$ cat config.mk
export PLATFORM = sky130hd
export DESIGN_NAME = rice_bit_packer_flat
export DESIGN_NICKNAME = d
export VERILOG_FILES = /design/src/rtl/rice_pkg.sv /design/src/rtl/rice_bit_packer_if.sv /design/src/rtl/rice_word_merge.sv /design/src/rtl/rice_bit_packer.sv /design/src/flat_wrapper.sv
export SDC_FILE = /design/constraint.sdc
export NUM_CORES = 1
export LEC_CHECK = 0
export ABC_AREA = 1
export ABC_CLOCK_PERIOD_IN_PS = 10300
export BUFFER_PORTS_ARGS = -buffer_cell sky130_fd_sc_hd__buf_2
export CAP_MARGIN = 20
export CORE_ASPECT_RATIO = 1.25
export CORE_UTILIZATION = 58
export CTS_CLUSTER_DIAMETER = 30
export DETAILED_ROUTE_END_ITERATION = 10
export GPL_TIMING_DRIVEN = 1
export PLACE_DENSITY = 0.89
export SLEW_MARGIN = 10
export SYNTH_ARGS = -nofsm -noshare
export SYNTH_HDL_FRONTEND = slang
export SYNTH_SLANG_ARGS = --single-unit
$ cat constraint.sdc
create_clock -name iClock -period 10.3 [get_ports iClock]
set_clock_uncertainty 0.05 [all_clocks]
set_input_delay 3.09 -clock iClock [delete_from_list [all_inputs] [get_ports iClock]]
set_output_delay 3.09 -clock iClock [all_outputs]
set_load 0.03 [all_outputs]
$ cat src/rtl/rice_pkg.sv
// Shared types and width helpers for the Rice bit packer.
// Optional feature macro: RICE_PACKER_STATS_EN (adds the oBitCount port).
package rice_pkg;

  // Default parameter values used by the packer, its interface and merge unit
  localparam int DEF_WORD_W  = 16;
  localparam int DEF_ADDR_W  = 16;
  localparam int DEF_UPPER_W = 16;
  localparam int DEF_PARAM_W = 4;

  // Packer FSM: IDLE accepts beats, ZRUN drains a long unary run
  typedef enum logic [0:0] {
    IDLE = 1'b0,
    ZRUN = 1'b1
  } state_e;

  // Decoded command of an accepted beat, highest priority first: flush, param, code
  typedef enum logic [1:0] {
    CMD_NONE  = 2'd0,
    CMD_CODE  = 2'd1,
    CMD_PARAM = 2'd2,
    CMD_FLUSH = 2'd3
  } cmd_e;

  // LOWER_W: width of the remainder input for a given parameter width
  function automatic int lower_w(input int param_w);
    return (1 << param_w) - 1;
  endfunction

  // MERGE_W: width of the accumulator-plus-tail merge window
  function automatic int merge_w(input int word_w);
    return 2 * word_w;
  endfunction

  // Width of bit-length counters that must hold values up to MERGE_W
  function automatic int len_w(input int word_w);
    return $clog2(2 * word_w) + 1;
  endfunction

  // Priority decode: only one command executes per accepted beat
  function automatic cmd_e decode_cmd(input logic fire, input logic flush, input logic chg);
    if (!fire) begin
      return CMD_NONE;
    end else if (flush) begin
      return CMD_FLUSH;
    end else if (chg) begin
      return CMD_PARAM;
    end
    return CMD_CODE;
  endfunction

endpackage

$ cat src/rtl/rice_bit_packer_if.sv
// Command and RAM-write bundle of the Rice bit packer.
// master = residual coder / frame-RAM side, slave = the packer itself.
// Optional feature macro: RICE_PACKER_STATS_EN (adds oBitCount).
interface rice_bit_packer_if
  import rice_pkg::*;
#(
  parameter int WORD_W  = DEF_WORD_W,
  parameter int ADDR_W  = DEF_ADDR_W,
  parameter int UPPER_W = DEF_UPPER_W,
  parameter int PARAM_W = DEF_PARAM_W
) ();

  localparam int LOWER_W = lower_w(PARAM_W);

  logic               iValid;
  logic               oReady;
  logic               iFlush;
  logic               iChangeParam;
  logic [UPPER_W-1:0] iUpper;
  logic [LOWER_W-1:0] iLower;
  logic [PARAM_W-1:0] iRiceParam;
  logic               oRamEnable;
  logic [ADDR_W-1:0]  oRamAddress;
  logic [WORD_W-1:0]  oRamData;
  logic               oFlushDone;
  logic [ADDR_W:0]    oWordCount;
`ifdef RICE_PACKER_STATS_EN
  logic [31:0]        oBitCount;
`endif

  modport master (
    output iValid, iFlush, iChangeParam, iUpper, iLower, iRiceParam,
    input  oReady, oRamEnable, oRamAddress, oRamData, oFlushDone, oWordCount
`ifdef RICE_PACKER_STATS_EN
    , input oBitCount
`endif
  );

  modport slave (
    input  iValid, iFlush, iChangeParam, iUpper, iLower, iRiceParam,
    output oReady, oRamEnable, oRamAddress, oRamData, oFlushDone, oWordCount
`ifdef RICE_PACKER_STATS_EN
    , output oBitCount
`endif
  );

endinterface

$ cat src/rtl/rice_word_merge.sv
// Combinational merge: appends `zeros` zero bits and then a right-aligned
// tail of `tail_len` bits to the accumulator at fill position `fill`
// (MSB-first). Callers guarantee fill + zeros < WORD_W and tail_len <= WORD_W,
// so the merged stream always fits the 2*WORD_W window and yields at most
// one complete word.
module rice_word_merge
  import rice_pkg::*;
#(
  parameter int WORD_W = DEF_WORD_W,
  parameter int LEN_W  = len_w(DEF_WORD_W)
) (
  input  logic [WORD_W-1:0] acc,
  input  logic [LEN_W-1:0]  fill,
  input  logic [LEN_W-1:0]  zeros,
  input  logic [WORD_W-1:0] tail,
  input  logic [LEN_W-1:0]  tail_len,
  output logic              wr_en,
  output logic [WORD_W-1:0] wr_word,
  output logic [WORD_W-1:0] acc_next,
  output logic [LEN_W-1:0]  fill_next
);

  localparam int MERGE_W = merge_w(WORD_W);

  logic [MERGE_W-1:0] base;
  logic [MERGE_W-1:0] tail_ext;
  logic [MERGE_W-1:0] merged;
  logic [LEN_W-1:0]   total;
  logic [LEN_W-1:0]   shamt;

  // Place the tail so its last bit lands at stream position total-1; split off a full word
  always_comb begin
    total    = fill + zeros + tail_len;
    shamt    = LEN_W'(MERGE_W) - total;
    base     = {acc, {WORD_W{1'b0}}};
    tail_ext = {{WORD_W{1'b0}}, tail} << shamt;
    merged   = base | tail_ext;
    if (total >= LEN_W'(WORD_W)) begin
      wr_en     = 1'b1;
      wr_word   = merged[MERGE_W-1 -: WORD_W];
      acc_next  = merged[WORD_W-1:0];
      fill_next = total - LEN_W'(WORD_W);
    end else begin
      wr_en     = 1'b0;
      wr_word   = '0;
      acc_next  = merged[MERGE_W-1 -: WORD_W];
      fill_next = total;
    end
  end

endmodule

$ cat src/rtl/rice_bit_packer.sv
// Rice-code bit packer: packs {U zeros, 1, k lower bits} codes and parameter
// fields MSB-first into WORD_W-bit frame-RAM words over one write port.
// Long unary runs are drained in ZRUN while oReady is low.
// Optional feature macro: RICE_PACKER_STATS_EN (oBitCount = packed stream
// bits since the last flush, padding excluded).
module rice_bit_packer
  import rice_pkg::*;
#(
  parameter int WORD_W  = DEF_WORD_W,
  parameter int ADDR_W  = DEF_ADDR_W,
  parameter int UPPER_W = DEF_UPPER_W,
  parameter int PARAM_W = DEF_PARAM_W
) (
  input  logic            iClock,
  input  logic            iReset,
  rice_bit_packer_if.slave bus
);

  localparam int LOWER_W = lower_w(PARAM_W);
  localparam int LEN_W   = len_w(WORD_W);
  // f + U needs room for the larger of the two operands plus a carry
  localparam int SUM_W   = ((UPPER_W > LEN_W) ? UPPER_W : LEN_W) + 1;
  localparam int WC_W    = ADDR_W + 1;
  localparam logic [WC_W-1:0] WC_MAX = {1'b1, {ADDR_W{1'b0}}};

  // Registered state
  state_e            state_q, state_d;
  logic [WORD_W-1:0] acc_q, acc_d;
  logic [LEN_W-1:0]  fill_q, fill_d;
  logic [SUM_W-1:0]  zrun_q, zrun_d;
  logic [WORD_W-1:0] tail_q, tail_d;
  logic [LEN_W-1:0]  tail_len_q, tail_len_d;
  logic [ADDR_W-1:0] addr_q, addr_d;
  logic [WC_W-1:0]   words_q, words_d;
  logic              ready_q, ready_d;
  logic              ram_en_q, ram_en_d;
  logic [ADDR_W-1:0] ram_addr_q, ram_addr_d;
  logic [WORD_W-1:0] ram_data_q, ram_data_d;
  logic              flush_done_q, flush_done_d;
  logic [WC_W-1:0]   word_count_q, word_count_d;
`ifdef RICE_PACKER_STATS_EN
  logic [31:0]       bits_q, bits_d;
  logic [31:0]       bit_count_q, bit_count_d;
`endif

  // Combinational helpers
  cmd_e              cmd;
  logic [WORD_W-1:0] lower_ext;
  logic [WORD_W-1:0] k_mask;
  logic [WORD_W-1:0] code_tail;
  logic [LEN_W-1:0]  code_len;
  logic [WORD_W-1:0] param_tail;
  logic [SUM_W-1:0]  run_sum;
  logic [WORD_W-1:0] m_acc;
  logic [LEN_W-1:0]  m_fill;
  logic [LEN_W-1:0]  m_zeros;
  logic [WORD_W-1:0] m_tail;
  logic [LEN_W-1:0]  m_len;
  logic              m_wr;
  logic [WORD_W-1:0] m_word;
  logic [WORD_W-1:0] m_acc_next;
  logic [LEN_W-1:0]  m_fill_next;
  logic              use_merge;
  logic              wr_req;
  logic [WORD_W-1:0] wr_word;

  assign cmd = decode_cmd(bus.iValid && ready_q, bus.iFlush, bus.iChangeParam);

  // Build the code tail {1, lower[k-1:0]}, the parameter tail and f + U
  always_comb begin
    lower_ext  = {{(WORD_W-LOWER_W){1'b0}}, bus.iLower};
    k_mask     = (WORD_W'(1) << bus.iRiceParam) - WORD_W'(1);
    code_tail  = (WORD_W'(1) << bus.iRiceParam) | (lower_ext & k_mask);
    code_len   = LEN_W'(bus.iRiceParam) + LEN_W'(1);
    param_tail = {{(WORD_W-PARAM_W){1'b0}}, bus.iRiceParam};
    run_sum    = SUM_W'(fill_q) + SUM_W'(bus.iUpper);
  end

  // Select merge operands: pending tail in ZRUN, otherwise the current beat
  always_comb begin
    m_acc   = acc_q;
    m_fill  = fill_q;
    m_zeros = '0;
    m_tail  = code_tail;
    m_len   = code_len;
    if (state_q == ZRUN) begin
      m_zeros = LEN_W'(zrun_q);
      m_tail  = tail_q;
      m_len   = tail_len_q;
    end else if (cmd == CMD_PARAM) begin
      m_tail  = param_tail;
      m_len   = LEN_W'(PARAM_W);
    end else begin
      m_zeros = LEN_W'(bus.iUpper);
    end
  end

  rice_word_merge #(
    .WORD_W (WORD_W),
    .LEN_W  (LEN_W)
  ) u_merge (
    .acc       (m_acc),
    .fill      (m_fill),
    .zeros     (m_zeros),
    .tail      (m_tail),
    .tail_len  (m_len),
    .wr_en     (m_wr),
    .wr_word   (m_word),
    .acc_next  (m_acc_next),
    .fill_next (m_fill_next)
  );

  // Next-state and registered-output computation for the packer FSM
  always_comb begin
    state_d      = state_q;
    acc_d        = acc_q;
    fill_d       = fill_q;
    zrun_d       = zrun_q;
    tail_d       = tail_q;
    tail_len_d   = tail_len_q;
    addr_d       = addr_q;
    words_d      = words_q;
    ram_en_d     = 1'b0;
    ram_addr_d   = ram_addr_q;
    ram_data_d   = ram_data_q;
    flush_done_d = 1'b0;
    word_count_d = word_count_q;
    use_merge    = 1'b0;
    wr_req       = 1'b0;
    wr_word      = '0;
`ifdef RICE_PACKER_STATS_EN
    bits_d       = bits_q;
    bit_count_d  = bit_count_q;
`endif

    case (state_q)
      IDLE: begin
        case (cmd)
          CMD_FLUSH: begin
            // Partial word goes out zero-padded; acc bits below f are already zero
            if (fill_q != '0) begin
              wr_req  = 1'b1;
              wr_word = acc_q;
            end
          end
          CMD_PARAM: begin
            use_merge = 1'b1;
          end
          CMD_CODE: begin
            if (run_sum < SUM_W'(WORD_W)) begin
              use_merge = 1'b1;
            end else begin
              // Run crosses the word boundary: close this word, count the rest in ZRUN
              wr_req     = 1'b1;
              wr_word    = acc_q;
              zrun_d     = run_sum - SUM_W'(WORD_W);
              acc_d      = '0;
              fill_d     = '0;
              tail_d     = code_tail;
              tail_len_d = code_len;
              state_d    = ZRUN;
            end
          end
          default: ;
        endcase
      end
      ZRUN: begin
        if (zrun_q >= SUM_W'(WORD_W)) begin
          wr_req  = 1'b1;
          wr_word = '0;
          zrun_d  = zrun_q - SUM_W'(WORD_W);
        end else begin
          use_merge = 1'b1;
          zrun_d    = '0;
          state_d   = IDLE;
        end
      end
      default: state_d = IDLE;
    endcase

    if (use_merge) begin
      wr_req  = m_wr;
      wr_word = m_word;
      acc_d   = m_acc_next;
      fill_d  = m_fill_next;
    end

    if (wr_req) begin
      ram_en_d   = 1'b1;
      ram_addr_d = addr_q;
      ram_data_d = wr_word;
      addr_d     = addr_q + ADDR_W'(1);
      if (words_q != WC_MAX) begin
        words_d = words_q + WC_W'(1);
      end
    end

    // Flush reports the frame size including its own padding write, then restarts the frame
    if (state_q == IDLE && cmd == CMD_FLUSH) begin
      flush_done_d = 1'b1;
      word_count_d = words_d;
      words_d      = '0;
      addr_d       = '0;
      fill_d       = '0;
      acc_d        = '0;
    end

`ifdef RICE_PACKER_STATS_EN
    if (state_q == IDLE) begin
      case (cmd)
        CMD_CODE:  bits_d = bits_q + 32'(bus.iUpper) + 32'(bus.iRiceParam) + 32'd1;
        CMD_PARAM: bits_d = bits_q + 32'(PARAM_W);
        CMD_FLUSH: begin
          bit_count_d = bits_q;
          bits_d      = '0;
        end
        default: ;
      endcase
    end
`endif

    ready_d = (state_d == IDLE);
  end

  // Single state register for the FSM, datapath and all outputs
  always_ff @(posedge iClock) begin
    if (!iReset) begin
      state_q      <= IDLE;
      acc_q        <= '0;
      fill_q       <= '0;
      zrun_q       <= '0;
      tail_q       <= '0;
      tail_len_q   <= '0;
      addr_q       <= '0;
      words_q      <= '0;
      ready_q      <= 1'b1;
      ram_en_q     <= 1'b0;
      ram_addr_q   <= '0;
      ram_data_q   <= '0;
      flush_done_q <= 1'b0;
      word_count_q <= '0;
`ifdef RICE_PACKER_STATS_EN
      bits_q       <= '0;
      bit_count_q  <= '0;
`endif
    end else begin
      state_q      <= state_d;
      acc_q        <= acc_d;
      fill_q       <= fill_d;
      zrun_q       <= zrun_d;
      tail_q       <= tail_d;
      tail_len_q   <= tail_len_d;
      addr_q       <= addr_d;
      words_q      <= words_d;
      ready_q      <= ready_d;
      ram_en_q     <= ram_en_d;
      ram_addr_q   <= ram_addr_d;
      ram_data_q   <= ram_data_d;
      flush_done_q <= flush_done_d;
      word_count_q <= word_count_d;
`ifdef RICE_PACKER_STATS_EN
      bits_q       <= bits_d;
      bit_count_q  <= bit_count_d;
`endif
    end
  end

  assign bus.oReady      = ready_q;
  assign bus.oRamEnable  = ram_en_q;
  assign bus.oRamAddress = ram_addr_q;
  assign bus.oRamData    = ram_data_q;
  assign bus.oFlushDone  = flush_done_q;
  assign bus.oWordCount  = word_count_q;
`ifdef RICE_PACKER_STATS_EN
  assign bus.oBitCount   = bit_count_q;
`endif

endmodule

$ cat src/flat_wrapper.sv
// flat-port wrapper written by rule: the top's interface ports become plain ports
module rice_bit_packer_flat import rice_pkg::*;
#(
  parameter int WORD_W  = DEF_WORD_W,
  parameter int ADDR_W  = DEF_ADDR_W,
  parameter int UPPER_W = DEF_UPPER_W,
  parameter int PARAM_W = DEF_PARAM_W
)
  (iClock, iReset, bus_iValid, bus_iFlush, bus_iChangeParam, bus_iUpper, bus_iLower, bus_iRiceParam, bus_oReady, bus_oRamEnable, bus_oRamAddress, bus_oRamData, bus_oFlushDone, bus_oWordCount);
  rice_bit_packer_if #(.WORD_W(WORD_W), .ADDR_W(ADDR_W), .UPPER_W(UPPER_W), .PARAM_W(PARAM_W)) bus_i ();
  input  logic iClock;
  input  logic iReset;
  input wire logic [$bits(bus_i.iValid)-1:0] bus_iValid;
  input wire logic [$bits(bus_i.iFlush)-1:0] bus_iFlush;
  input wire logic [$bits(bus_i.iChangeParam)-1:0] bus_iChangeParam;
  input wire logic [$bits(bus_i.iUpper)-1:0] bus_iUpper;
  input wire logic [$bits(bus_i.iLower)-1:0] bus_iLower;
  input wire logic [$bits(bus_i.iRiceParam)-1:0] bus_iRiceParam;
  output wire logic [$bits(bus_i.oReady)-1:0] bus_oReady;
  output wire logic [$bits(bus_i.oRamEnable)-1:0] bus_oRamEnable;
  output wire logic [$bits(bus_i.oRamAddress)-1:0] bus_oRamAddress;
  output wire logic [$bits(bus_i.oRamData)-1:0] bus_oRamData;
  output wire logic [$bits(bus_i.oFlushDone)-1:0] bus_oFlushDone;
  output wire logic [$bits(bus_i.oWordCount)-1:0] bus_oWordCount;
  assign bus_i.iValid = bus_iValid;
  assign bus_i.iFlush = bus_iFlush;
  assign bus_i.iChangeParam = bus_iChangeParam;
  assign bus_i.iUpper = bus_iUpper;
  assign bus_i.iLower = bus_iLower;
  assign bus_i.iRiceParam = bus_iRiceParam;
  assign bus_oReady = bus_i.oReady;
  assign bus_oRamEnable = bus_i.oRamEnable;
  assign bus_oRamAddress = bus_i.oRamAddress;
  assign bus_oRamData = bus_i.oRamData;
  assign bus_oFlushDone = bus_i.oFlushDone;
  assign bus_oWordCount = bus_i.oWordCount;
  rice_bit_packer #(.WORD_W(WORD_W), .ADDR_W(ADDR_W), .UPPER_W(UPPER_W), .PARAM_W(PARAM_W)) u_core (.iClock(iClock), .iReset(iReset), .bus(bus_i));
endmodule
# After elaboration in Yosys (flattened, before gate mapping)
# Cells that the tools add are included.
[totals] reg_bits=147 in_bits=40
[classes] addsub=11 magnitude_cmp=3 n_eq_ne=8 n_shift=2 mux=50 bitwise_logic=7 reduce_logical=8
[ops] operator="2-to-1 mux 16 bit" n=11
[ops] operator="2-to-1 mux 17 bit" n=5
[ops] operator="one-hot mux 16 bit (2 select lines)" n=2
[ops] operator="2-to-1 mux 6 bit" n=9
[ops] operator="one-hot mux 17 bit (2 select lines)" n=1
[ops] operator="subtractor 17 x 5 -> 17 bit (second input constant)" n=2
[ops] operator="bitwise OR 32 bit" n=1
[ops] operator="left shift 16 x 6 -> 32 bit" n=1
[ops] operator="adder 17 x 1 -> 17 bit (second input constant)" n=1
[ops] operator="adder 6 x 16 -> 17 bit" n=1
[ops] operator=">= comparator 17 x 5 -> 1 bit (second input constant)" n=1
[ops] operator="less-than comparator 17 x 5 -> 1 bit (second input constant)" n=1
[ops] operator="!= test 17 bit (second input constant)" n=1
[ops] operator="adder 16 x 1 -> 16 bit (second input constant)" n=1
[ops] operator="AND 15 x 16 -> 16 bit" n=1
[ops] operator="bitwise OR 16 bit" n=1
[ops] operator="left shift 1 x 4 -> 16 bit (first input constant)" n=1
[ops] operator="subtractor 16 x 2 -> 16 bit (second input constant)" n=1
[ops] operator="2-to-1 mux 1 bit" n=13
[ops] operator="adder 6 bit" n=2
[ops] operator="one-hot mux 1 bit (2 select lines)" n=5
[ops] operator="2-to-1 mux 2 bit" n=4
[ops] operator=">= comparator 6 x 5 -> 1 bit (second input constant)" n=1
[ops] operator="!= test 2 bit (second input constant)" n=3
[ops] operator="13 further kinds" n=19

# Depth between registers and ports, before layout
# Gate-level depths: netlist of run 1.
[logic_depth] depth_word=14 ltp_mapped=31 mapped_depth_nobuf=29

# Cells and area by module
# From an unflattened synthesis of run 1, not the netlist that was laid out.
[unflattened] cells_unflattened=1686 hier_area_um2=10582.6
[modules_own_cells] mod="rice_bit_packer" n_inst=1 cells_per_inst=1245 area_per_inst_um2=8371.8 seq_area_each_um2=2922.8
[modules_own_cells] mod="rice_word_merge" n_inst=1 cells_per_inst=441 area_per_inst_um2=2210.9 seq_area_each_um2=0.0

# Worst setup path after synthesis of run 1
# Ideal clock, no wire load.
[synth_timing] path_kind="input to register" from="in bus_iValid" to="reg u_core.acc_q[13]" setup_ns=0.132 arrival_ns=6.978 t_required_ns=10.118 setup_slack_ns=3.140 cell_stages=27 path_cell_list="nand2_1 > a21oi_1 > inv_1 > ha_1 > inv_1 > nand2_2 > inv_2 > clkbuf_1 > buf_2 > a22oi_1 > fa_1 > inv_1 > ha_1 > inv_1 > fa_1 > o21ai_0 > a21oi_1 > xnor2_1 > nand2_1 > nand2_1 > nor2_2 > inv_1 > o21ai_0 > nand2_1 > nand2_1 > nand2_1 > a21oi_1"
[synth_via] elab_chain_len=13
[synth_lines] item="start, declared" line="flat_wrapper.sv:13" text="input wire logic [$bits(bus_i.iValid)-1:0] bus_iValid;"
[synth_lines] item="logical AND 1 bit (*)" line="rice_bit_packer.sv:67" text="assign cmd = decode_cmd(bus.iValid && ready_q, bus.iFlush, bus.iChangeParam);"
[synth_lines] item="2-to-1 mux 2 bit or 2-to-1 mux 1 bit (tied branches)" line="rice_pkg.sv:42" text="if (!fire) begin"
[synth_lines] item="2-to-1 mux 2 bit (*)" line="rice_pkg.sv:49" text="return CMD_CODE;"
[synth_lines] item="== test 2 bit" line="rice_bit_packer.sv:90, rice_bit_packer.sv:138"
[synth_lines] item="2-to-1 mux 6 bit" line="rice_bit_packer.sv:90" text="end else if (cmd == CMD_PARAM) begin"
[synth_lines] item="2-to-1 mux 6 bit" line="rice_bit_packer.sv:86" text="if (state_q == ZRUN) begin"
[synth_lines] item="adder 6 bit (2 in series)" line="rice_word_merge.sv:33" text="total = fill + zeros + tail_len;"
[synth_lines] item="subtractor 6 bit" line="rice_word_merge.sv:34" text="shamt = LEN_W'(MERGE_W) - total;"
[synth_lines] item="left shift 16 x 6 -> 32 bit" line="rice_word_merge.sv:36" text="tail_ext = {{WORD_W{1'b0}}, tail} << shamt;"
[synth_lines] item="bitwise OR 32 bit" line="rice_word_merge.sv:37" text="merged = base | tail_ext;"
[synth_lines] item="2-to-1 mux 16 bit" line="rice_word_merge.sv:38" text="if (total >= LEN_W'(WORD_W)) begin"
[synth_lines] item="2-to-1 mux 16 bit" line="rice_bit_packer.sv:181" text="if (use_merge) begin"
[synth_lines] item="end signal, assigned" line="rice_bit_packer.sv:229" text="acc_q <= '0;"
[synth_lines] item="end signal, assigned" line="rice_bit_packer.sv:248" text="acc_q <= acc_d;"
[synth_lines] item="end, declared" line="rice_bit_packer.sv:28" text="logic [WORD_W-1:0] acc_q, acc_d;"
# Mark *: on every way between the ends. The rest lies on a longest branch, timed or not.
# A chain may end at the register's enable or synchronous reset.

# Worst setup path after layout of run 1
[layout_timing] from="in bus_iValid" to="reg u_core.acc_q[10]"
# The elaborated chain is that of the path after synthesis.

==> summary.txt, run 1 <==
Routing
  – DR vias: 10600
  – Routed vias/inst: 5.68
  – Initial DRT Pass Iterations: 5
  – Drc violations: 0
  – Average wire per standard cell: 14.6 um
  – Final wirelength: 27400 um
  – Initial drt markers: 900
  – Antenna Violating Nets Remaining: 0

STA
  – Slew Viols, Final: 0
  – RSZ-0062 raised after global routing: no
  – Final setup margin: 2390 ps
  – Final min period: 7910 ps
  – Period Utilization, post-route: 0.768
  – Slew at the pin closest to its max-slew limit: 987 ps
  – Final setup viols: 0
  – Final hold vios: 0
  – Worst slew margin: 0.339
  – Setup_tns: 0 ps
  – Fmax: 126 MHz

Synthesis
  – Sequential share of the synthesized area: 0.291
  – Synthesis warning total: 0
  – Async SR Flop Fraction: 0
  – Syn nets: 1660
  – Synth Register Bits: 146
  – Number of flops mapped to enable cells by yosys: 0
  – Post-Synthesis Cell Area: 10000 sq um
  – Unique cell type count in the Yosys netlist: 48
  – Post-Syn Instances: 1586
  – Avg Cell Area, Syn: 6.33 sq um
  – Synth Flop Type: dfxtp_1

Clock network
  – Post CTS Setup Buffer Count: 0
  – Clock sink count: 146
  – CTS root buffer: clkbuf_16
  – CTS tree: yes
  – Cts bufs inserted: 17
  – Clock-pin slew of the registers on the worst-case setup and hold paths: 60 ps
  – Clock buffer depth: 2
  – Hold_buf cts: 0
  – Clk_lat worst skew: 440 ps
  – H-tree Lvls: 4
  – CTS resizes: 0

Placement
  – Port buffer count: 91
  – Placed cell areas: 10500 sq um
  – Final weighted congestion in routability-driven placement: 1.02
  – DP HPWL: 20100 um
  – Pre-CTS setup slack: 2000 ps

Setup path
  – CP Launch Type: input pin
  – Maximum fanout along the worst path: 23
  – CP arrival: 8130 ps
  – WS Path Type: in2reg
  – Crit path capture type: flop
  – Crit path required time: 10520 ps
  – Most frequent CP cell: nand2_1
  – Slowest stage delay, CP: 670 ps
  – Cells along the critical path: buf_2 > nand2_1 > nor2_1 > ha_1 > inv_1 > nand2_2 > inv_2 > nand2_1 > o21ai_0 > fa_1 > ha_1 > inv_1 > fa_1 > nand3_1 > nor2_1 > inv_1 > nand2_1 > clkinv_1 > nand4_1 > nand3_1 > nand2_1 > nand3_1 > nand2_1 > a21oi_1
  – Crit-path slowest cell: clkinv_1

Die
  – Chip Height: 149 um
  – Starting Density: 0.596
  – Core area: 16800 sq um
  – Die width: 120 um
  – I/O pins: 92
  – Row count: 53
  – Die footprint: 17800 sq um

Global route
  – Grt total ovfl: 0
  – First-pass GRT wire length: 45800 um
  – Largest net degree at the start of global routing: 73
  – All-Layer GR Usage: 0.314
  – Vias in the first global route: 9931
  – Initial antenna violation count: 1

Power
  – Leakage: 5.08 nW
  – PwrDens: 255 nW/um^2
  – Total power: 0.00282 W
  – VDD IR max: 180 uV

Run
  – Max_cap viols: 0

Final layout
  – Area growth, synth to finish: 9.96%
  – Ratio of cells with drive above 1 in the final layout: 0.117
  – Final Net Count: 1711
  – Final Cell Area: 11000 sq um

Run status
  – Outcome: complete, no violations

Worst hold path
  – HP Class: reg2reg
-- worst paths after layout --
check	to	depth (start not counted)	slack (ps)	start
worst max-delay path	u_core.acc_q[10]	24	2390	bus_iValid
worst min-delay path	u_core.bus.oWordCount[13]	2	400	u_core.bus.oWordCount[13]
worst max register to register	u_core.acc_q[10]	23	4790	u_core.bus.oReady
worst min register to register	u_core.bus.oWordCount[13]	2	400	u_core.bus.oWordCount[13]
-- critical path: cells and delay by family --
| kind | cells | cell delay, ps |
|---|---|---|
| and+or+nand+nor | 12 | 1980 |
| AOI/OAI and AO/OA | 2 | 210 |
| buffers and inverters | 6 | 1180 |
| adders and majority gates | 4 | 1680 |
-- flip-flops by register name (all words and copies together), names as in the netlist --
| signal | cells |
|---|---|
| u_core.acc_q | 16 |
| u_core.words_q | 17 |
| u_core.bus.oRamData | 16 |
| u_core.bus.oRamEnable | 1 |
| u_core.tail_q | 16 |
| u_core.state_q | 1 |
| u_core.addr_q | 16 |
| u_core.bus.oRamAddress | 16 |
| u_core.zrun_q | 17 |
| u_core.bus.oWordCount | 17 |
| u_core.tail_len_q | 5 |
| u_core.fill_q | 6 |
| u_core.bus.oFlushDone | 1 |
| u_core.bus.oReady | 1 |
-- per-layer routing --
| layer | track usage | routed length, um |
|---|---|---|
| met5 | 0 | 0 |
| met1 | 0.379 | 11600 |
| met3 | 0.0516 | 1690 |
| met4 | 0.157 | 1080 |
| met2 | 0.538 | 13000 |
-- final cells by class --
type | count | area, sq um
Antenna cell | 1 | 2.50
Clock buffer | 18 | 429
Clock inverter | 14 | 129
Fill cell | 1570 | 5810
Inverter | 177 | 667
Multi-Input combinational cell | 1199 | 6120
Sequential cell | 146 | 2920
Tap cell | 220 | 275
Timing Repair Buffer | 96 | 493
-- cells in the mapped netlist, types with 2 or more instances --
master,instances,share of area
o21ai_0,76,0.038
buf_2,15,0.0075
a21oi_1,132,0.066
inv_2,12,0.0045
nand2_1,458,0.17
inv_1,160,0.060
nand3_1,199,0.099
nand4_1,20,0.012
buf_1,2,0.00075
nor4_1,8,0.0050
nor2_1,104,0.039
o22ai_1,5,0.0031
o21ai_2,14,0.012
a211oi_1,2,0.0015
buf_6,6,0.0067
dfxtp_1,146,0.29
o21ai_1,4,0.0020
xor2_2,3,0.0049
nor3_1,22,0.011
clkinv_1,4,0.0015
nor2_2,4,0.0025
nand3b_1,4,0.0030
a31oi_1,16,0.010
nand4_2,2,0.0025
nand3_2,2,0.0020
fa_1,7,0.014
and2_1,2,0.0012
or2_2,4,0.0025
buf_4,5,0.0037
xnor2_1,14,0.012
a21oi_2,3,0.0026
ha_1,27,0.034
xor2_1,34,0.030
clkbuf_1,35,0.013
a22oi_1,9,0.0067
nand2_2,14,0.0087
-- cells in the final DEF, fill, tap and decap left out, drive strengths merged, types with 5 or more instances in the layout --
| cell type | netlist | final |
|---|---|---|
| a21oi | 135 | 135 |
| xnor2 | 14 | 14 |
| nor3 | 23 | 23 |
| o22ai | 5 | 5 |
| nor4 | 8 | 8 |
| ha | 27 | 27 |
| nand2 | 473 | 473 |
| clkbuf | 35 | 18 |
| nand4 | 23 | 23 |
| nand3 | 202 | 202 |
| o21ai | 94 | 94 |
| a22oi | 9 | 9 |
| buf | 29 | 96 |
| inv | 173 | 178 |
| dfxtp | 146 | 146 |
| fa | 7 | 7 |
| xor2 | 37 | 37 |
| a31oi | 16 | 16 |
| clkinv | 4 | 10 |
| nor2 | 109 | 109 |
-- kinds of logic after synthesis --
group / Yosys count / share of synthesized area
and+or+nand+nor: 849 / 0.369
AOI/OAI and AO/OA: 265 / 0.146
buffers and inverters: 241 / 0.0998
DFF: 146 / 0.291
xor gates and xnor gates: 51 / 0.0468
adders and majority gates: 34 / 0.0476
-- power by group --
group          switching, W  internal (W)
clock network      0.000262      0.000335
registers         0.0000445      0.000627
logic               0.00110      0.000445
-- stage by stage --
step / instances / hold slack [ps] / util
floorplan: 1586 / 375 / -
global placement: 1838 / 383 / 0.622
detailed placement: 1838 / 383 / 0.622
CTS: 1870 / 401 / 0.655
global route: 1871 / 412 / 0.655
finish: 1871 / 399 / 0.655
No activity file was read; power rests on OpenSTA's default activity.
==> run 2: changes to the inputs <==
--- a/config.mk
+++ b/config.mk
@@ -6,11 +6,11 @@
 export NUM_CORES = 1
 export LEC_CHECK = 0
 export ABC_AREA = 1
-export ABC_CLOCK_PERIOD_IN_PS = 10300
+export ABC_CLOCK_PERIOD_IN_PS = 6800
 export BUFFER_PORTS_ARGS = -buffer_cell sky130_fd_sc_hd__buf_2
 export CAP_MARGIN = 20
 export CORE_ASPECT_RATIO = 1.25
-export CORE_UTILIZATION = 58
+export CORE_UTILIZATION = 55
 export CTS_CLUSTER_DIAMETER = 30
 export DETAILED_ROUTE_END_ITERATION = 10
 export GPL_TIMING_DRIVEN = 1
==> constraint.sdc (replaced) <==
create_clock -name iClock -period 6.8 [get_ports iClock]
set_clock_uncertainty 0.05 [all_clocks]
set_input_delay 2.04 -clock iClock [delete_from_list [all_inputs] [get_ports iClock]]
set_output_delay 2.04 -clock iClock [all_outputs]
set_load 0.03 [all_outputs]
==> summary.txt, run 2 (synthesis gave the netlist of run 1 again) <==
STA
  – Final min period: 6240 ps
  – Slew Viols, Final: 0 (unchanged)
  – Setup_tns: 0 ps (unchanged)
  – RSZ-0062 raised after global routing: no
  – Worst slew margin: 0.303 (-0.0358)
  – Final setup viols: 0 (unchanged)
  – Hold WS: 397 ps (-2.77 ps)
  – Fmax: 160 MHz
  – Final hold vios: 0 (unchanged)
  – Period Utilization, post-route: 0.918
  – Final setup margin: 557 ps (-1830 ps)
  – Slew at the pin closest to its max-slew limit: 1040 ps (+53.5 ps)

Clock network
  – CTS tree: yes
  – Clock sink count: 146 (unchanged)
  – CTS root buffer: clkbuf_16
  – CTS resizes: 0 (unchanged)
  – Cts bufs inserted: 17 (unchanged)
  – Hold_buf cts: 0 (unchanged)
  – Clock buffer depth: 2 (unchanged)
  – Clk_lat worst skew: 440 ps (about the same)
  – Clock-pin slew of the registers on the worst-case setup and hold paths: 60 ps (about the same)
  – Post CTS Setup Buffer Count: 0 (unchanged)
  – H-tree Lvls: 4 (unchanged)

Setup path
  – Crit path capture type: flop
  – Reg2reg end: u_core.bus.oRamAddress[7]
  – Crit path required time: 7060 ps (-3460 ps)
  – R2R Path Start: u_core.bus.oReady
  – CP arrival: 6500 ps (-1630 ps)
  – Maximum fanout along the worst path: 53 (+130%)
  – R2R setup slack: 1900 ps (-2890 ps)
  – CP Launch Type: input pin
  – R2R cell count: 22 (-4.3%)
  – WS Path Type: in2reg

Final layout
  – Commonest non-fill, non-tap cells in the layout: 458 x nand2_1, 199 x nand3_1, 160 x inv_1, 146 x dfxtp_1, 132 x a21oi_1
  – Fill count: 1577 (+0.45%)
  – Core Util, Final: 0.633 (-0.0220)
  – Most common cell after layout, fill and taps aside: nand2_1
  – Final Net Count: 1724 (+0.76%)
  – Area growth, synth to finish: 11.3%
  – Ratio of cells with drive above 1 in the final layout: 0.124 (+0.00690)
  – Antenna diodes: 0 (-1)

Routing
  – DR vias: 10700 (+0.73%)
  – Initial DRT Pass Iterations: 7 (+2)
  – Final wirelength: 27700 um (+1.2%)
  – Average wire per standard cell: 14.7 um (+0.32%)
  – Drc violations: 0 (unchanged)
  – Routed vias/inst: 5.67 (-0.12%)
  – Initial drt markers: 916 (+1.8%)
  – Antenna Violating Nets Remaining: 0 (unchanged)

Global route
  – Largest net degree at the start of global routing: 54 (-26%)
  – Grt total ovfl: 0 (unchanged)
  – All-Layer GR Usage: 0.301 (-0.0135)
  – First-pass GRT wire length: 45800 um (about the same)
  – Vias in the first global route: 9984 (+0.53%)
  – Initial antenna violation count: 0 (-1)

Placement
  – DP HPWL: 20400 um (+1.6%)
  – Final weighted congestion in routability-driven placement: 0.936 (-7.9%)
  – Port buffer count: 91 (unchanged)
  – Pre-CTS setup slack: 172 ps (-1830 ps)

Die
  – Die width: 123 um (+2.6%)
  – Starting Density: 0.569 (-0.0267)
  – Die footprint: 18800 sq um (+5.4%)
  – Row count: 54 (+1.9%)
  – Core area: 17600 sq um (+4.7%)
  – Chip Height: 153 um (+2.7%)
  – I/O pins: 92 (unchanged)

Power
  – VDD IR max: 357 uV (+98%)
  – PwrDens: 394 nW/um^2 (+54%)
  – Leakage: 5.15 nW (+1.3%)

Worst hold path
  – Hold path endpoint: u_core.bus.oWordCount[13]
  – HP Class: reg2reg
  – Hold Path Cell Cnt: 2 (unchanged)
  – Hold Startpoint: u_core.bus.oWordCount[13]

Run
  – Max_cap viols: 0 (unchanged)

Run status
  – Outcome: complete, no violations
-- run 2: area by class of cell --
| class | count | area (sq um) | area share |
|---|---|---|---|
| multi-input combinational | 1199 | 6120 | 0.548 |
| sequential | 146 | 2920 | 0.262 |
| inverter | 177 | 667 | 0.0597 |
| timing repair buffer | 109 | 603 | 0.0540 |
| clock buffer | 20 | 457 | 0.0409 |
| tap | 224 | 280 | 0.0251 |
| clock inverter | 12 | 119 | 0.0106 |
-- run 2: critical path: stages --
cell,delay (ps)
buf_2,80
nand2_1,60
a21oi_1,250
inv_1,80
ha_1,330
inv_1,150
nand2_2,100
inv_2,290
a22oi_1,150
fa_1,410
inv_1,60
ha_1,160
inv_1,60
fa_1,390
o21ai_0,180
a21oi_1,130
xnor2_1,210
nor2_4,230
inv_1,110
nand4_4,140
nand3_4,440
o21ai_0,360
a21oi_1,60
-- run 2: worst max-delay path by stage --
stage,start,to,slack (ps),cells past startpoint
2_1_floorplan,bus_iValid,u_core.acc_q[13],690,27
3_3_place_gp,bus_iValid,u_core.bus.oRamAddress[7],410,23
3_5_place_dp,bus_iValid,u_core.bus.oRamAddress[7],170,23
4_1_cts,bus_iValid,u_core.bus.oRamAddress[7],610,23
5_1_grt,bus_iValid,u_core.bus.oRamAddress[8],50,23
6_report,bus_iValid,u_core.bus.oRamAddress[7],560,23
-- run 2: where the power goes --
part	internal, W	switching, W	total, W
clock network	0.000529	0.000402	0.000931
registers	0.000949	0.0000706	0.00102
logic	0.000745	0.00171	0.00245
-- run 2: per-stage QoR --
step,total power [W],area [sq um],std cells
after global placement,0.00340,10600,1855
after floorplan,0.00282,10000,1586
after CTS,0.00436,11200,1887
after global routing,0.00472,11200,1887
final,0.00440,11200,1887
after detailed placement,0.00342,10600,1855
-- run 2: per-layer routing --
metal	global-route usage	share of wire
met2	0.524	0.49
met4	0.117	0.027
met3	0.0459	0.063
met5	0	0
met1	0.364	0.42
==> run 3: changes to the inputs <==
--- a/config.mk
+++ b/config.mk
@@ -6,7 +6,7 @@
 export NUM_CORES = 1
 export LEC_CHECK = 0
 export ABC_AREA = 1
-export ABC_CLOCK_PERIOD_IN_PS = 6800
+export ABC_CLOCK_PERIOD_IN_PS = 5450
 export BUFFER_PORTS_ARGS = -buffer_cell sky130_fd_sc_hd__buf_2
 export CAP_MARGIN = 20
 export CORE_ASPECT_RATIO = 1.25
@@ -15,6 +15,7 @@
 export DETAILED_ROUTE_END_ITERATION = 10
 export GPL_TIMING_DRIVEN = 1
 export PLACE_DENSITY = 0.89
+export REMOVE_ABC_BUFFERS = 1
 export SLEW_MARGIN = 10
 export SYNTH_ARGS = -nofsm -noshare
 export SYNTH_HDL_FRONTEND = slang
==> constraint.sdc (replaced) <==
create_clock -name iClock -period 5.45 [get_ports iClock]
set_clock_uncertainty 0.05 [all_clocks]
set_input_delay 0 -clock iClock [delete_from_list [all_inputs] [get_ports iClock]]
set_output_delay 0 -clock iClock [all_outputs]
set_load 0.03 [all_outputs]
==> summary.txt, run 3 (synthesis gave the netlist of run 1 again) <==
Run status
  – Outcome: complete, no violations

Routing
  – Final wirelength: 28600 um (+3.2%)
  – Wl on met1: 11700 um (+1.1%)
  – Drc violations: 0 (unchanged)
  – Top Layer Used: met4
  – DR vias: 10800 (+1.2%)
  – Initial drt markers: 982 (+7.2%)
  – Met3 Wirelength: 2220 um (+28%)
  – Initial DRT Pass Iterations: 6 (-1)
  – Met2 WL post-DR: 13800 um (+0.84%)
  – Antenna Violating Nets Remaining: 0 (unchanged)
  – Routed vias/inst: 5.68 (+0.26%)
  – Average wire per standard cell: 15.0 um (+2.2%)

Final layout
  – Final Cell Area: 11400 sq um (+1.8%)
  – Fill count: 1560 (-1.1%)
  – Multi-input logic area: 6120 sq um (unchanged)
  – Core Util, Final: 0.645 (+0.0115)
  – Register area: 2920 sq um (unchanged)
  – Area growth, synth to finish: 13.3%
  – Most common cell after layout, fill and taps aside: nand2_1
  – Final Net Count: 1741 (+0.99%)
  – Ratio of cells with drive above 1 in the final layout: 0.119 (-0.00482)
  – Antenna diodes: 0 (unchanged)
  – Commonest non-fill, non-tap cells in the layout: 458 x nand2_1, 199 x nand3_1, 160 x inv_1, 146 x dfxtp_1, 132 x a21oi_1

Clock network
  – Clk_lat worst skew: 430 ps (about the same)
  – CTS tree: yes
  – CTS resizes: 0 (unchanged)
  – H-tree Lvls: 4 (unchanged)
  – Cts bufs inserted: 17 (unchanged)
  – Clock-pin slew of the registers on the worst-case setup and hold paths: 60 ps (about the same)
  – Clock sink count: 146 (unchanged)
  – Clock buffer depth: 2 (unchanged)
  – CTS root buffer: clkbuf_16

STA
  – Worst slew margin: 0.412 (+0.109)
  – Final hold vios: 0 (unchanged)
  – Slew Viols, Final: 0 (unchanged)
  – Fmax: 200 MHz
  – RSZ-0062 raised after global routing: no
  – Slew at the pin closest to its max-slew limit: 881 ps (-159 ps)
  – Final min period: 5000 ps
  – Final setup viols: 0 (unchanged)
  – Setup_tns: 0 ps (unchanged)
  – Period Utilization, post-route: 0.918

Placement
  – Port buffer count: 91 (unchanged)
  – Final weighted congestion in routability-driven placement: 1.02 (+9.1%)
  – DP HPWL: 20500 um (+0.45%)
  – Placed cell areas: 10500 sq um (-0.42%)

Setup path
  – Maximum fanout along the worst path: 23 (-57%)
  – Crit path capture type: flop
  – Crit path required time: 5780 ps (-1280 ps)
  – CP arrival: 5330 ps (-1170 ps)
  – WS Path Type: reg2reg
  – R2R cell count: 24 (+9.1%)
  – R2R Path Start: u_core.bus.oReady
  – Reg2reg end: u_core.acc_q[6]
  – CP Launch Type: flop
  – R2R setup slack: 450 ps (-1450 ps)

Global route
  – Vias in the first global route: 10000 (+0.32%)
  – All-Layer GR Usage: 0.310 (+0.00927)
  – Initial antenna violation count: 0 (unchanged)
  – Largest net degree at the start of global routing: 54 (unchanged)
  – Grt total ovfl: 0 (unchanged)
  – First-pass GRT wire length: 47300 um (+3.2%)

Die
  – Die footprint: 18800 sq um (unchanged)
  – Core area: 17600 sq um (unchanged)
  – I/O pins: 92 (unchanged)
  – Chip Height: 153 um (unchanged)
  – Starting Density: 0.569 (unchanged)
  – Die width: 123 um (unchanged)
  – Row count: 54 (unchanged)

Worst hold path
  – Hold Startpoint: bus_iRiceParam[2]
  – Hold path endpoint: u_core.tail_q[14]
  – Hold Path Cell Cnt: 5 (+3)
  – HP Class: in2reg

Power
  – PwrDens: 483 nW/um^2 (+23%)
  – VDD IR max: 414 uV (+16%)
  – Leakage: 5.24 nW (+1.7%)

Run
  – Max_cap viols: 0 (unchanged)
-- run 3: cell types whose count changed in the layout (fill, tap and decap cells not counted), sizes merged --
cell / change
clkinvlp: -2
dlygate4sd3: +22
clkinv: +1
bufinv: +1
buf: -5
-- run 3: worst max-delay path, cell delays in order (launching register included) --
cell,delay [ps]
dfxtp_1,330
nand2_1,80
a21oi_1,290
inv_1,80
ha_1,300
inv_1,140
nand2_2,100
inv_2,300
a22oi_1,150
fa_1,400
inv_1,60
ha_1,170
inv_1,70
fa_1,390
o21ai_0,170
a21oi_1,120
xnor2_1,380
nor2_4,120
inv_1,120
nand4_4,150
inv_1,590
nand2_1,130
nand3_1,120
nand2_1,60
inv_1,60
-- run 3: metal layers --
| layer | up-vias | GRT usage |
|---|---|---|
| li1 | 5340 | - |
| met1 | 4937 | 0.385 |
| met2 | 471 | 0.517 |
| met3 | 73 | 0.0560 |
| met4 | 0 | 0.133 |
| met5 | - | 0 |
-- run 3: timing repair --
action                    in CTS  in global routing
hold buffers                  22                  0
setup buffers                  0                  0
hold endpoints to repair      20                  0
-- run 3: stage by stage --
stage	total power, W	hold WS, ps	cells	worst slack [ps]
after floorplan	0.00340	39.4	1522	331
after global placement	0.00420	198	1849	799
after detailed placement	0.00422	205	1849	613
after CTS	0.00544	12.7	1903	531
after global routing	0.00587	65.9	1904	64.4
final	0.00550	26.4	1904	450
-- run 3: cell type report --
type | instances | area share
repair buffers | 126 | 0.0695
clock buffers | 20 | 0.0393
inverters | 177 | 0.0587
flip-flops and latches | 146 | 0.257
multi-input cells | 1199 | 0.538
well taps | 224 | 0.0247
clock inverters | 12 | 0.0128
-- run 3: worst max-delay path by stage --
stage                      start                endpoint
2_1_floorplan  u_core.bus.oReady         u_core.acc_q[6]
3_3_place_gp   u_core.bus.oReady  u_core.bus.oRamData[8]
3_5_place_dp   u_core.bus.oReady         u_core.acc_q[6]
4_1_cts        u_core.bus.oReady         u_core.acc_q[6]
5_1_grt        u_core.bus.oReady         u_core.acc_q[5]
6_report       u_core.bus.oReady         u_core.acc_q[6]
-- run 3: power by group --
part | total, W | switching (W) | internal, W
Sequential | 0.00127 | 0.0000819 | 0.00118
Clock | 0.00120 | 0.000501 | 0.000697
Combinational | 0.00303 | 0.00213 | 0.000904
Total | 0.00550 | 0.00271 | 0.00279
